$ cat config.mk
export PLATFORM = sky130hd
export DESIGN_NAME = score_ctrl
export DESIGN_NICKNAME = d
export VERILOG_FILES = /design/src/rtl/score_ctrl.sv
export SDC_FILE = /design/constraint.sdc
export NUM_CORES = 1
export LEC_CHECK = 0
export ABC_AREA = 1
export CORE_ASPECT_RATIO = 1.4
export CORE_MARGIN = 2
export CORE_UTILIZATION = 30
export DETAILED_ROUTE_END_ITERATION = 10
export PLACE_DENSITY_LB_ADDON = 0.25
export SYNTH_ARGS = -nofsm -noshare
export SYNTH_HDL_FRONTEND = slang
export SYNTH_SLANG_ARGS = --single-unit
$ cat constraint.sdc
create_clock -name clk_i -period 2.52 [get_ports clk_i]
set_input_delay 0.378 -clock clk_i [delete_from_list [all_inputs] [get_ports clk_i]]
set_output_delay 0.378 -clock clk_i [all_outputs]
set_load 0.1 [all_outputs]
$ cat src/rtl/score_ctrl.sv
// score_ctrl: round-robin sequencer for the two scoreboard counters.
// Turns per-team up/down request edges into single well-spaced count pulses,
// drops requests that would push a counter past 0 or MAX_VAL, and runs the
// new-game clear sequence on the counters' active-low reset.
module score_ctrl #(
  parameter int BW        = 7,
  parameter int MAX_VAL   = 99,
  parameter int PULSE_LEN = 2,
  parameter int GAP_LEN   = 2,
  parameter int CLR_LEN   = 4
) (
  input  logic          clk_i,
  input  logic          rst_i,
  input  logic [1:0]    req_up_i,
  input  logic [1:0]    req_down_i,
  input  logic          clear_i,
  input  logic [BW-1:0] cnt0_i,
  input  logic [BW-1:0] cnt1_i,
  output logic [1:0]    up_o,
  output logic [1:0]    down_o,
  output logic          cnt_rst_o,
  output logic          busy_o,
  output logic          drop_o
);

  // The phase timer must hold the longest of the three phase lengths minus one.
  localparam int LEN_PG  = (PULSE_LEN > GAP_LEN) ? PULSE_LEN : GAP_LEN;
  localparam int MAX_LEN = (LEN_PG > CLR_LEN) ? LEN_PG : CLR_LEN;
  localparam int TW      = $clog2(MAX_LEN + 1);

  localparam logic [TW-1:0] PULSE_LAST = TW'(PULSE_LEN - 1);
  localparam logic [TW-1:0] GAP_LAST   = TW'(GAP_LEN - 1);
  localparam logic [TW-1:0] CLR_LAST   = TW'(CLR_LEN - 1);
  localparam logic [BW-1:0] MAX_CNT    = BW'(MAX_VAL);

  typedef enum logic [1:0] {
    IDLE,
    PULSE,
    GAP,
    CLEAR
  } state_t;

  state_t        state_q, state_d;
  logic [3:0]    req_q, req_d;
  logic          clear_q, clear_d;
  logic [3:0]    pend_q, pend_d;
  logic [1:0]    ptr_q, ptr_d;
  logic [1:0]    grant_q, grant_d;
  logic [TW-1:0] timer_q, timer_d;
  logic          drop_q, drop_d;
  logic          run_q, run_d;

  // Sources are numbered so that bit 0 means "down" and bit 1 means "team 1".
  logic [3:0]    src_in;
  logic [3:0]    rise;
  logic          clear_rise;
  logic [1:0]    pick;
  logic          pick_vld;
  logic [BW-1:0] cnt_sel;
  logic          clamp;
  logic          pulse_on;

  assign src_in     = {req_down_i[1], req_up_i[1], req_down_i[0], req_up_i[0]};
  assign rise       = src_in & ~req_q;
  assign clear_rise = clear_i & ~clear_q;

  // Round-robin pick: first pending source at or after the pointer, wrapping.
  always_comb begin
    pick     = ptr_q;
    pick_vld = 1'b0;
    for (int k = 0; k < 4; k++) begin
      if (!pick_vld && pend_q[ptr_q + 2'(k)]) begin
        pick     = ptr_q + 2'(k);
        pick_vld = 1'b1;
      end
    end
  end

  assign cnt_sel = pick[1] ? cnt1_i : cnt0_i;
  assign clamp   = pick[0] ? (cnt_sel == '0) : (cnt_sel == MAX_CNT);

  // Next-state logic; a clear edge overrides whatever the FSM was doing.
  always_comb begin
    state_d = state_q;
    req_d   = src_in;
    clear_d = clear_i;
    pend_d  = pend_q;
    ptr_d   = ptr_q;
    grant_d = grant_q;
    timer_d = timer_q;
    drop_d  = 1'b0;
    run_d   = 1'b1;
    if (clear_rise) begin
      state_d = CLEAR;
      pend_d  = '0;
      ptr_d   = '0;
      timer_d = CLR_LAST;
    end else begin
      case (state_q)
        IDLE: begin
          pend_d = pend_q | rise;
          if (pick_vld) begin
            pend_d  = (pend_q & ~(4'b0001 << pick)) | rise;
            ptr_d   = pick + 2'd1;
            grant_d = pick;
            if (clamp) begin
              drop_d = 1'b1;
            end else begin
              state_d = PULSE;
              timer_d = PULSE_LAST;
            end
          end
        end
        PULSE: begin
          pend_d = pend_q | rise;
          if (timer_q == '0) begin
            state_d = GAP;
            timer_d = GAP_LAST;
          end else begin
            timer_d = timer_q - TW'(1);
          end
        end
        GAP: begin
          pend_d = pend_q | rise;
          if (timer_q == '0) begin
            state_d = IDLE;
          end else begin
            timer_d = timer_q - TW'(1);
          end
        end
        CLEAR: begin
          if (timer_q == '0) begin
            state_d = IDLE;
          end else begin
            timer_d = timer_q - TW'(1);
          end
        end
        default: begin
          state_d = IDLE;
        end
      endcase
    end
  end

  // State and bookkeeping registers, all cleared by the asynchronous reset.
  always_ff @(posedge clk_i or negedge rst_i) begin
    if (!rst_i) begin
      state_q <= IDLE;
      req_q   <= '0;
      clear_q <= 1'b0;
      pend_q  <= '0;
      ptr_q   <= '0;
      grant_q <= '0;
      timer_q <= '0;
      drop_q  <= 1'b0;
      run_q   <= 1'b0;
    end else begin
      state_q <= state_d;
      req_q   <= req_d;
      clear_q <= clear_d;
      pend_q  <= pend_d;
      ptr_q   <= ptr_d;
      grant_q <= grant_d;
      timer_q <= timer_d;
      drop_q  <= drop_d;
      run_q   <= run_d;
    end
  end

  assign pulse_on  = (state_q == PULSE);
  assign up_o      = {pulse_on && (grant_q == 2'd2), pulse_on && (grant_q == 2'd0)};
  assign down_o    = {pulse_on && (grant_q == 2'd3), pulse_on && (grant_q == 2'd1)};
  assign cnt_rst_o = run_q && (state_q != CLEAR);
  assign busy_o    = (state_q != IDLE);
  assign drop_o    = drop_q;

endmodule

; Word level (Yosys, flattened, before mapping)
; Index checks and enable logic that the tools add are counted.
[word_totals]
register_bits = 20
latch_bits = 0
ram_bits = 0
mem_bits_ro = 0
in_bits = 21
out_inout_bits = 7
elab_cells = 105
n_memories = 0
[op_classes]
addsub = 5
mul = 0
div_mod_pow = 0
magnitude_cmp = 4
n_eq_ne = 13
shift = 1
n_mux = 39
n_bitwise = 9
reduce_logical = 25
[ops]
columns = operator, count
row1 = 2-bit two-way mux, 11
row2 = 3-bit two-way mux, 5
row3 = 1-bit two-way mux, 13
row4 = 2-bit by 3-bit less-than comparator with 1-bit output (second input constant), 4
row5 = 3-bit inequality test (second input constant), 3
row6 = 3-bit one-hot mux with 3 select lines, 1
row7 = 4-bit bitwise AND, 2
row8 = 1-bit binary-select mux with 2-bit select, 4
row9 = 2-bit equality test (second input constant), 4
row10 = 1-bit logical AND, 8
row11 = 4-bit two-way mux, 2
row12 = 4-bit inverter, 2
row13 = 4-bit bitwise OR, 2
row14 = 4-bit one-hot mux with 2 select lines, 1
row15 = 7-bit equality test (second input constant), 1
row16 = 7-bit logical NOT, 1
row17 = 7-bit two-way mux, 1
row18 = 2-bit one-hot mux with 3 select lines, 1
row19 = 3-bit AND reduction, 2
row20 = 2-bit nonzero test, 3
row21 = 2-bit by 1-bit adder with 2-bit output (second input constant), 2
row22 = 2-bit adder (second input constant), 2
row23 = 2-bit by 1-bit equality test with 1-bit output (second input constant), 2
row24 = 2-bit logical NOT, 2
row25 = 13 further kinds, 17

; Logic depth before layout (Yosys ltp)
[logic_depth]
depth_word = 19
depth_mapped = 22

; Worst setup path before layout
; No wires, ideal clock.
[synth_path]
path_kind = register to output
start = reg state_q[1]
end = out down_o[1]
arrival_time_ps = 2804
required_ps = 2142
slack_ps = -662
stages_incl_launch_ff = 5
path_buffers = 0
cell_sequence = dfrtp_1 > inv_1 > ha_1 > inv_1 > nor3_1
[synth_between]
elab_chain_cells = 2
[synth_lines]
columns = item, line_no
row1 = from (decl), 43  ; state_t state_q, state_d;
row2 = from (signal assigned), 158  ; state_q <= state_d;
row3 = 2-bit by 1-bit equality test with 1-bit output, 170  ; assign pulse_on = (state_q == PULSE);
row4 = 1-bit logical AND, 172  ; assign down_o = {pulse_on && (grant_q == 2'd3), pulse_on && (grant_q == 2'd1)};
row5 = to (decl), 20  ; output logic [1:0] down_o,
; No other way between the ends.

; Worst setup path in the final report
[layout_path]
start = reg ptr_q[0]
end = reg state_q[1]
[layout_between]
elab_chain_cells = 17
[layout_lines]
columns = item, line_no
row1 = from (decl), 47  ; logic [1:0] ptr_q, ptr_d;
row2 = from (signal assigned), 162  ; ptr_q <= ptr_d;
row3 = "parallel branches: the longest is 16 deep, another holds 2-bit by 1-bit adder with 2-bit output", --
row4 = 4-bit AND reduction (no line) (*), --
; Every way passes the cells marked *. The select of a mux whose other input is x is not followed.
; A chain may end at the register's enable or synchronous reset.

==> flow_metrics.env <==
export IMPL_numPortBuffers=27
export IMPL_regToRegSetupSlack_ns=0.25
export IMPL_die_y_um=88.3
export IMPL_clkSinkCount=20
export IMPL_ff_latch_area_sq_um=503
export IMPL_skew_ns=0.00572
export IMPL_critPathTopFamily="simple AND/OR/NAND/NOR gates"
export IMPL_post_route_period_util_pct=90.2
export IMPL_clkLatencyLatePin_ns=0.26
export IMPL_grt_pass1_vias=1350
export IMPL_cp_common_cell="nand2_1"
export IMPL_drv_cap=0
export IMPL_drt_pass1_iterations=4
export IMPL_hold_ws_ns=0.426
export IMPL_grt_usage_pct=12.5
export IMPL_reg2regPathDepth=17
export IMPL_yosysTopAreaCell="dfrtp_1"
export IMPL_setup_viol=0
export IMPL_antenna_found_initial=0
export IMPL_grt_max_degree=21
export IMPL_fin_area_sq_mm=0.00203
export IMPL_hold_viol=0
export IMPL_dp_hpwl_um=2670
export IMPL_avgViaCountPerCell=4.47
export IMPL_endpoint="state_q[1]$_DFFE_PN0P_"
export IMPL_critical_path_n_buffers_inverters=3
export IMPL_cp_max_fo=8
export IMPL_antenna_cells=0
export IMPL_initial_utilization_pct=31.2
export IMPL_slew_violations=0
export IMPL_io_pins=28
export IMPL_syn_area_sq_mm=0.00152
export IMPL_fin_crit_ns=2.27
export IMPL_cts_root_buffer="clkbuf_8"
export IMPL_yosysWarnings=0
export IMPL_chipWidth_um=64.2
export IMPL_cp_depth=17
export IMPL_cts_hold_buffers=0
export IMPL_clockBufferDepth=2
export IMPL_dr_total_vias=1399
export IMPL_synth_cell_types=29
export IMPL_ys_seq_elements=20
export IMPL_fill_cells=509
export IMPL_hp_class="reg2reg"
export IMPL_startpoint="ptr_q[0]$_DFFE_PN0P_"
export IMPL_nets=281
export IMPL_cts_inserted_buffers=3
export IMPL_die_area_sq_mm=0.00567
export IMPL_cp_start_kind="flop"
export IMPL_cpPeakStageDelay_ns=0.46
export IMPL_synthToLayoutAreaGrowth_pct=33.3
export IMPL_grt_pass1_wl_um=5660
export IMPL_syn_num_nets=243
export IMPL_place_area_sq_mm=0.00191
export IMPL_core_sq_mm=0.00488
export IMPL_setup_worst_path_class="reg2reg"
export IMPL_overflow=0
export IMPL_yosysSeqAreaShare_pct=32.8
export IMPL_multi_input_area_sq_um=923
export IMPL_drive_gt1_share_pct=19.3
export IMPL_cts_tree="yes"
export IMPL_avgSynthCellArea_sq_um=7.19
export IMPL_drtIter0Drc=62
export IMPL_max_freq_ghz=0.440
export IMPL_avgRoutedWirePerCell_um=10.7
export IMPL_slowest_stage="dfrtp_2"
export IMPL_synth_area_leaders="dfrtp_1 33%, nand2_1 14%, ha_1 8.2%"
export IMPL_r2r_start="ptr_q[0]$_DFFE_PN0P_"
export IMPL_arrival_ns=2.47
export IMPL_status="finished clean"
export IMPL_syn_inst=212
export IMPL_post_route_util_pct=41.6
export IMPL_reg2reg_to="state_q[1]$_DFFE_PN0P_"
export IMPL_num_rows=30
export IMPL_cp_required_ns=2.72
export IMPL_htree_levels=1
export IMPL_crit_chain="inv_4 -> nand2_1 -> and2_1 -> o21ai_2 -> inv_1 -> nand3_2 -> nand2_4 -> clkbuf_2 -> nand3b_1 -> nand2_1 -> nor2_2 -> nand3_1 -> nand2_2 -> nand3_4 -> nand2_2 -> nand2_1 -> nand2_1"
export IMPL_postRouteAntennaNets=0
export IMPL_endpoint_kind="flop"
export IMPL_yosysTopAreaCellShare_pct=32.8
export IMPL_gp_congestion=0.768
export IMPL_path_clk_slew_ns=0.07
export IMPL_drcViolationCount=0
export IMPL_wl_um=3340
==> cell usage after synthesis (all sizes together) <==
master  instances
nand3          23
conb            1
nand4           3
nor2b           1
nor3            5
nand2          73
o22ai           1
and2            1
o211ai          1
buf             1
nor2           13
dfrtp          20
o31ai           6
o21ai           9
inv            34
a21oi           1
ha             10
a41oi           2
nand3b          3
xor2            1
xnor2           1
or2             2
==> layout make-up <==
cell class              instances  share of cell area, %
flip-flops and latches         20                   24.8
well taps                      64                   3.94
clock buffers                   4                   2.71
inverters                      34                   6.40
multi-input cells             157                   45.4
repair buffers                 34                   16.7
==> per-layer routing <==
metal	wire length (um)	global-route usage, %	up-vias
met1	1500	14.3	616
met2	1690	24.0	27
li1	-	-	752
met4	44	4.06	0
met3	116	1.65	4
met5	0	0	-
==> worst register-to-register path: cells and delay by family (launching register included) <==
kind / cells / cell delay, ns
flip-flops: 1 / 0.46
AO/OA/AOI/OAI: 1 / 0.17
AND/OR/NAND/NOR: 13 / 1.19
buffers and inverters: 3 / 0.38
==> cell usage in the layout, fill, tap and decap left out, types with 2 or more instances in the layout <==
| cell type | instances |
|---|---|
| a41oi_1 | 2 |
| buf_12 | 3 |
| buf_4 | 10 |
| clkbuf_8 | 4 |
| clkdlybuf4s50_1 | 20 |
| dfrtp_1 | 18 |
| dfrtp_2 | 2 |
| ha_1 | 10 |
| inv_1 | 31 |
| inv_2 | 2 |
| nand2_1 | 56 |
| nand2_2 | 14 |
| nand2_4 | 2 |
| nand3_1 | 21 |
| nand3b_1 | 3 |
| nand4_1 | 2 |
| nor2_1 | 11 |
| nor3_1 | 5 |
| o21ai_0 | 8 |
| o31ai_1 | 6 |
| or2_2 | 2 |
==> what timing repair did <==
| action | in CTS | in global routing |
|---|---|---|
| buffers inserted | 0 | 3 |
| pin swaps | 0 | 1 |
| resized for setup | 1 | 12 |
| endpoints found under the setup margin | 1 | 9 |
==> how the worst min path moves through the flow <==
stage	startpoint	endpoint	slack, ns	cells after the start
6_report	req_q[0]$_DFF_PN0_	pend_q[0]$_DFFE_PN0P_	0.43	1
5_1_grt	req_q[2]$_DFF_PN0_	pend_q[2]$_DFFE_PN0P_	0.45	1
4_1_cts	req_q[0]$_DFF_PN0_	pend_q[0]$_DFFE_PN0P_	0.43	1
3_5_place_dp	req_q[0]$_DFF_PN0_	pend_q[0]$_DFFE_PN0P_	0.42	1
3_3_place_gp	req_q[2]$_DFF_PN0_	pend_q[2]$_DFFE_PN0P_	0.41	1
2_1_floorplan	rst_i	clear_q$_DFF_PN0_	0.08	0
==> registers in the layout, summed over array words and instances (netlist names) <==
signal,count
pend_q,4
req_q,4
timer_q,3
grant_q,2
ptr_q,2
state_q,2
clear_q,1
drop_o,1
run_q,1
==> per-stage QoR <==
stage	instances	TNS, ns	setup slack (ns)
detailed placement	306	0	0.0160
floorplan	212	-2.59	-0.662
global route	313	-0.0147	-0.0100
finish	313	0	0.248
global placement	306	0	0.129
CTS	310	0	0.0629
==> cells by family (layout without fill, tap and decap cells) <==
logic type	Yosys count	in the layout	share of synthesized area (%)
buffers and inverters	35	72	9.11
and+or+nand+nor	124	124	40.1
AOI/OAI and AO/OA	20	20	8.29
other	1	1	0.246
adders and majority gates	10	10	8.21
xor gates and xnor gates	2	2	1.15
DFF	20	20	32.8
Power is left out: the tool's default activity adds up to more than one toggle a clock period on the data nets, which glitch-free logic cannot reach.
